$ cat config.mk
export PLATFORM = sky130hd
export DESIGN_NAME = key_debouncer
export DESIGN_NICKNAME = d
export VERILOG_FILES = /design/src/rtl/key_pkg.sv /design/src/rtl/sync_ff.sv /design/src/rtl/key_debouncer.sv
export SDC_FILE = /design/constraint.sdc
export NUM_CORES = 1
export LEC_CHECK = 0
export ABC_CLOCK_PERIOD_IN_PS = 5170
export CORE_MARGIN = 2
export CORE_UTILIZATION = 29
export DETAILED_ROUTE_END_ITERATION = 16
export GPL_ROUTABILITY_DRIVEN = 0
export PLACE_DENSITY = 0.5
export RECOVER_POWER = 100
export SYNTH_ARGS = -nofsm -noshare
export SYNTH_HDL_FRONTEND = slang
export SYNTH_SLANG_ARGS = --single-unit
export TNS_END_PERCENT = 5
$ cat constraint.sdc
create_clock -name CLOCK_50 -period 5.17 [get_ports CLOCK_50]
set_clock_uncertainty 0.05 [all_clocks]
set_input_delay 1.034 -clock CLOCK_50 [delete_from_list [all_inputs] [get_ports CLOCK_50]]
set_output_delay 1.034 -clock CLOCK_50 [all_outputs]
set_load 0.005 [all_outputs]
$ cat src/rtl/key_pkg.sv
// Shared definitions for the key debouncer: FSM state codes and the counter-width helper.
package key_pkg;

  // FSM state codes, kept as plain constants so other blocks can decode them.
  localparam logic [1:0] UP      = 2'd0;
  localparam logic [1:0] WAIT_DN = 2'd1;
  localparam logic [1:0] DOWN    = 2'd2;
  localparam logic [1:0] WAIT_UP = 2'd3;

  typedef enum logic [1:0] {
    StUp     = UP,
    StWaitDn = WAIT_DN,
    StDown   = DOWN,
    StWaitUp = WAIT_UP
  } key_state_e;

  // Ceiling log2, never less than 1 so a counter always has at least one bit.
  function automatic int unsigned clog2(input int unsigned value);
    int unsigned v;
    int unsigned w;
    v = (value > 0) ? value - 1 : 0;
    w = 0;
    while (v > 0) begin
      w = w + 1;
      v = v >> 1;
    end
    return (w == 0) ? 1 : w;
  endfunction

endpackage

$ cat src/rtl/sync_ff.sv
// Multi-stage flop synchronizer for asynchronous inputs, with a per-bit reset value.
module sync_ff #(
  parameter int unsigned SYNC_STAGES = 2,
  parameter int unsigned WIDTH       = 1
) (
  input  logic             clk,
  input  logic             reset,
  input  logic [WIDTH-1:0] rst_val,
  input  logic [WIDTH-1:0] d,
  output logic [WIDTH-1:0] q
);

  logic [WIDTH-1:0] stage_q [SYNC_STAGES];

  // Shift the raw input through the chain; stage 0 is the metastability catcher.
  always_ff @(posedge clk) begin
    if (reset) begin
      for (int i = 0; i < SYNC_STAGES; i++) begin
        stage_q[i] <= rst_val;
      end
    end else begin
      stage_q[0] <= d;
      for (int i = 1; i < SYNC_STAGES; i++) begin
        stage_q[i] <= stage_q[i-1];
      end
    end
  end

  assign q = stage_q[SYNC_STAGES-1];

endmodule

$ cat src/rtl/key_debouncer.sv
// Pushbutton conditioner: synchronizes KEY_raw, qualifies each level change over
// DEBOUNCE_CYCLES stable samples and emits a clean level, edge pulses and a toggle bit.
module key_debouncer
  import key_pkg::*;
#(
  parameter int unsigned DEBOUNCE_CYCLES = 1000000,
  parameter int unsigned SYNC_STAGES     = 2,
  parameter bit          ACTIVE_LOW      = 1'b1
) (
  input  logic CLOCK_50,
  input  logic reset,
  input  logic KEY_raw,
  output logic key_level,
  output logic key_press,
  output logic key_release,
  output logic key_toggle
);

  localparam int unsigned CNT_W = clog2(DEBOUNCE_CYCLES + 1);
  localparam logic [CNT_W-1:0] CNT_LAST = CNT_W'(DEBOUNCE_CYCLES - 1);
  localparam logic [CNT_W-1:0] CNT_ONE  = CNT_W'(1);
  localparam logic PRESSED_LVL  = ACTIVE_LOW ? 1'b0 : 1'b1;
  localparam logic RELEASED_LVL = ~PRESSED_LVL;

  logic key_s;
  logic pressed;

  key_state_e       state_q, state_d;
  logic [CNT_W-1:0] cnt_q, cnt_d;
  logic             level_q, level_d;
  logic             press_q, press_d;
  logic             release_q, release_d;
  logic             toggle_q, toggle_d;

  sync_ff #(
    .SYNC_STAGES(SYNC_STAGES),
    .WIDTH      (1)
  ) u_sync (
    .clk    (CLOCK_50),
    .reset  (reset),
    .rst_val(RELEASED_LVL),
    .d      (KEY_raw),
    .q      (key_s)
  );

  assign pressed = (key_s == PRESSED_LVL);

  // Next-state logic: a candidate level must be seen on DEBOUNCE_CYCLES consecutive
  // samples; any sample back at the stable level abandons the candidate.
  always_comb begin
    state_d   = state_q;
    cnt_d     = cnt_q;
    level_d   = level_q;
    press_d   = 1'b0;
    release_d = 1'b0;
    toggle_d  = toggle_q;
    unique case (state_q)
      StUp: begin
        if (pressed) begin
          state_d = StWaitDn;
          cnt_d   = CNT_ONE;
        end else begin
          cnt_d = '0;
        end
      end
      StWaitDn: begin
        if (!pressed) begin
          state_d = StUp;
          cnt_d   = '0;
        end else if (cnt_q == CNT_LAST) begin
          state_d  = StDown;
          cnt_d    = '0;
          level_d  = PRESSED_LVL;
          press_d  = 1'b1;
          toggle_d = ~toggle_q;
        end else if (cnt_q < CNT_LAST) begin
          cnt_d = cnt_q + CNT_ONE;
        end
      end
      StDown: begin
        if (!pressed) begin
          state_d = StWaitUp;
          cnt_d   = CNT_ONE;
        end else begin
          cnt_d = '0;
        end
      end
      StWaitUp: begin
        if (pressed) begin
          state_d = StDown;
          cnt_d   = '0;
        end else if (cnt_q == CNT_LAST) begin
          state_d   = StUp;
          cnt_d     = '0;
          level_d   = RELEASED_LVL;
          release_d = 1'b1;
        end else if (cnt_q < CNT_LAST) begin
          cnt_d = cnt_q + CNT_ONE;
        end
      end
      default: begin
        state_d = StUp;
        cnt_d   = '0;
      end
    endcase
  end

  // State, counter and output registers; reset forces the released idle condition
  // without producing any pulse.
  always_ff @(posedge CLOCK_50) begin
    if (reset) begin
      state_q   <= StUp;
      cnt_q     <= '0;
      level_q   <= RELEASED_LVL;
      press_q   <= 1'b0;
      release_q <= 1'b0;
      toggle_q  <= 1'b0;
    end else begin
      state_q   <= state_d;
      cnt_q     <= cnt_d;
      level_q   <= level_d;
      press_q   <= press_d;
      release_q <= release_d;
      toggle_q  <= toggle_d;
    end
  end

  assign key_level   = level_q;
  assign key_press   = press_q;
  assign key_release = release_q;
  assign key_toggle  = toggle_q;

endmodule

==> flow_summary.json <==
{
  "dr.pass1.iters": 4,
  "synth_seq_cells": 28,
  "grt_pass1_wl_um": 4960,
  "power_leakage_nw": 0.502,
  "hp-start": "u_sync.stage_q[0][0]",
  "ys.flop_type": "dfxtp_1",
  "cp_max_fo": 18,
  "rows": 24,
  "cts_tree": "done",
  "end_kind": "flop",
  "wl_per_cell_um": 13.4,
  "fin_cells": 210,
  "cp-endpoint": "cnt_q[13]",
  "powerDensity_nw_per_um2": 267,
  "nNetsFinal": 163,
  "clk_pin_slew_ns": 0.10,
  "cp_data_arrival_time_ns": 2.94,
  "critPathSlowestCell": "dlygate4sd3_1",
  "fmax_mhz": 362,
  "rsz0062_at_grt": "no",
  "grt_pass1_vias": 1131,
  "async_flop_share": 0,
  "synth_edf_count": 0,
  "synth_seq_area_share": 0.421,
  "timing.reg2reg.setup_slack_ns": 2.62,
  "dp_hpwl_um": 1990,
  "worstSetupStartpointType": "primary input",
  "vdd_drop_max_v": 0.000145,
  "synth_top_area_cell": "dfxtp_1",
  "ys_types": 37,
  "register_area_um2": 561,
  "drc": 0,
  "synthesis.area_um2": 1330,
  "synth.avg_cell_area_um2": 8.76,
  "wl_um": 2820,
  "crit_type": "primary input to flop",
  "place.port_buffers": 6,
  "setup_viol": 0,
  "cp_slowest_stage_delay_ns": 0.64,
  "drive_gt1_frac": 0.0696,
  "post-cts-setup-buffers": 0,
  "antenna_found_initial": 0,
  "area_growth_pct": 11.4,
  "max_slew_margin": 0.320,
  "dieArea_um2": 5150,
  "cts_max_path_buffers": 2,
  "fin_crit_sh": 0.534,
  "drt_iter0_markers": 39,
  "worstMarginPinSlew_ns": 1.02,
  "drv_slew": 0,
  "r2r_end": "cnt_q[5]",
  "maxCapViolations": 0,
  "finalHoldViolations": 0,
  "vias_per_cell": 5.41,
  "pin_count": 7,
  "yosys-top-cells-area": "dfxtp_1, or3_1, a21oi_1",
  "grt_usage": 0.121,
  "die_x_um": 71.8,
  "tns_ns": 0,
  "syn_nets": 156,
  "cp_cell_sequence": "dlygate4sd3_1, nand3b_1, a21o_1, or4_1, nand2_1",
  "synth_most_common_cell": "dfxtp_1",
  "cts_resized": 0,
  "min_path_type": "flop to flop",
  "cts_buffers": 3,
  "reg2reg_depth": 5,
  "post-route-min-period_ns": 2.76,
  "p_total_mw": 0.396,
  "startpoint": "reset",
  "synth_top_area_share": 0.421,
  "cts-root-buf": "clkbuf_8",
  "hold_buffers": 0,
  "required_ns": 5.35,
  "status": "finished, final reports clean",
  "antenna_left": 0,
  "htree_levels": 1,
  "cts_sinks": 28,
  "coreArea_um2": 4380,
  "syn_inst": 152,
  "globalRouteOverflowTotal": 0,
  "grt_max_degree": 28,
  "start_util": 0.304,
  "hold_ws_ns": 0.375,
  "num_vias": 1136,
  "multiInputGateArea_um2": 718,
  "r2r_start": "cnt_q[14]",
  "fp.dieH_um": 71.8,
  "yosysWarnings": 0,
  "placed_cells": 206,
  "clk_latency_ns": 0.28,
  "fillers": 465,
  "synth_common_cells": "dfxtp_1, a21oi_1, nor2_1, or3_1, nand3_1",
  "diodes": 0
}
==> worst min path at each step <==
stage,endpoint,depth (start not counted)
CTS,u_sync.stage_q[0][1],1
finish,u_sync.stage_q[0][1],1
global placement,u_sync.stage_q[0][1],1
detailed placement,u_sync.stage_q[0][1],1
floorplan,u_sync.stage_q[0][1],1
global route,u_sync.stage_q[0][1],1
==> area by class of cell <==
type                    instances  area share
inverters                       2     0.00506
clock buffers                   3      0.0278
flip-flops and latches         28       0.378
clock inverters                 1      0.0203
well taps                      52      0.0439
repair buffers                  6      0.0405
multi-input cells             118       0.484
==> cells by family after synthesis <==
kind of cell	after synthesis	share of synthesized area
xor+xnor	5	0.0329
buf+inv	6	0.0301
compound gates	40	0.185
fa+ha+maj	1	0.00940
flops	28	0.421
mux	1	0.00752
simple gates	71	0.314
==> placed cells by master, fill, tap and decap left out, drive strengths merged <==
master,instances
a211oi,2
a21o,1
a21oi,15
a311oi,1
a31oi,1
and3,8
and4,2
and4b,1
bufinv,1
clkbuf,3
clkdlybuf4s50,1
dfxtp,28
dlygate4sd3,5
ha,1
inv,2
mux2i,1
nand2,8
nand2b,1
nand3,10
nand3b,1
nand4,5
nor2,13
nor3,1
nor4,1
nor4b,1
o211ai,2
o21a,2
o21ai,15
o21bai,1
or2,4
or3,13
or4,2
xnor2,1
xor2,4
==> sequential cells by signal, summed over array words and instances, names as in the netlist, named ones only <==
| register | count |
|---|---|
| key_level | 1 |
| key_release | 1 |
| key_toggle | 1 |
| key_press | 1 |
| state_q | 1 |
| cnt_q | 20 |
| u_sync.stage_q | 2 |
==> metrics by stage <==
step | cell area (um^2) | setup slack [ns] | utilization
floorplan | 1330 | 3.03 | -
global placement | 1420 | 2.27 | 0.325
detailed placement | 1420 | 2.22 | 0.325
CTS | 1500 | 2.52 | 0.341
global route | 1480 | 2.30 | 0.338
finish | 1480 | 2.41 | 0.338
==> layer usage <==
metal,GRT usage,vias to the layer above,part of all wire
met1,0.140,543,0.47
met2,0.215,14,0.49
met4,0.0566,0,0.020
met5,0,-,0
met3,0.0211,5,0.017
li1,-,574,-
==> report_power, final <==
group	switching [mW]	internal (mW)
combinational	0.00191	0.00271
clock	0.0704	0.104
sequential	0.000883	0.217
total	0.0732	0.323
==> critical path, delay by kind of cell <==
| family | cells | cell delay [ns] |
|---|---|---|
| simple gates | 3 | 0.86 |
| buf+inv | 1 | 0.64 |
| compound gates | 1 | 0.40 |
Note: power is estimated with default switching activity, not from simulation.
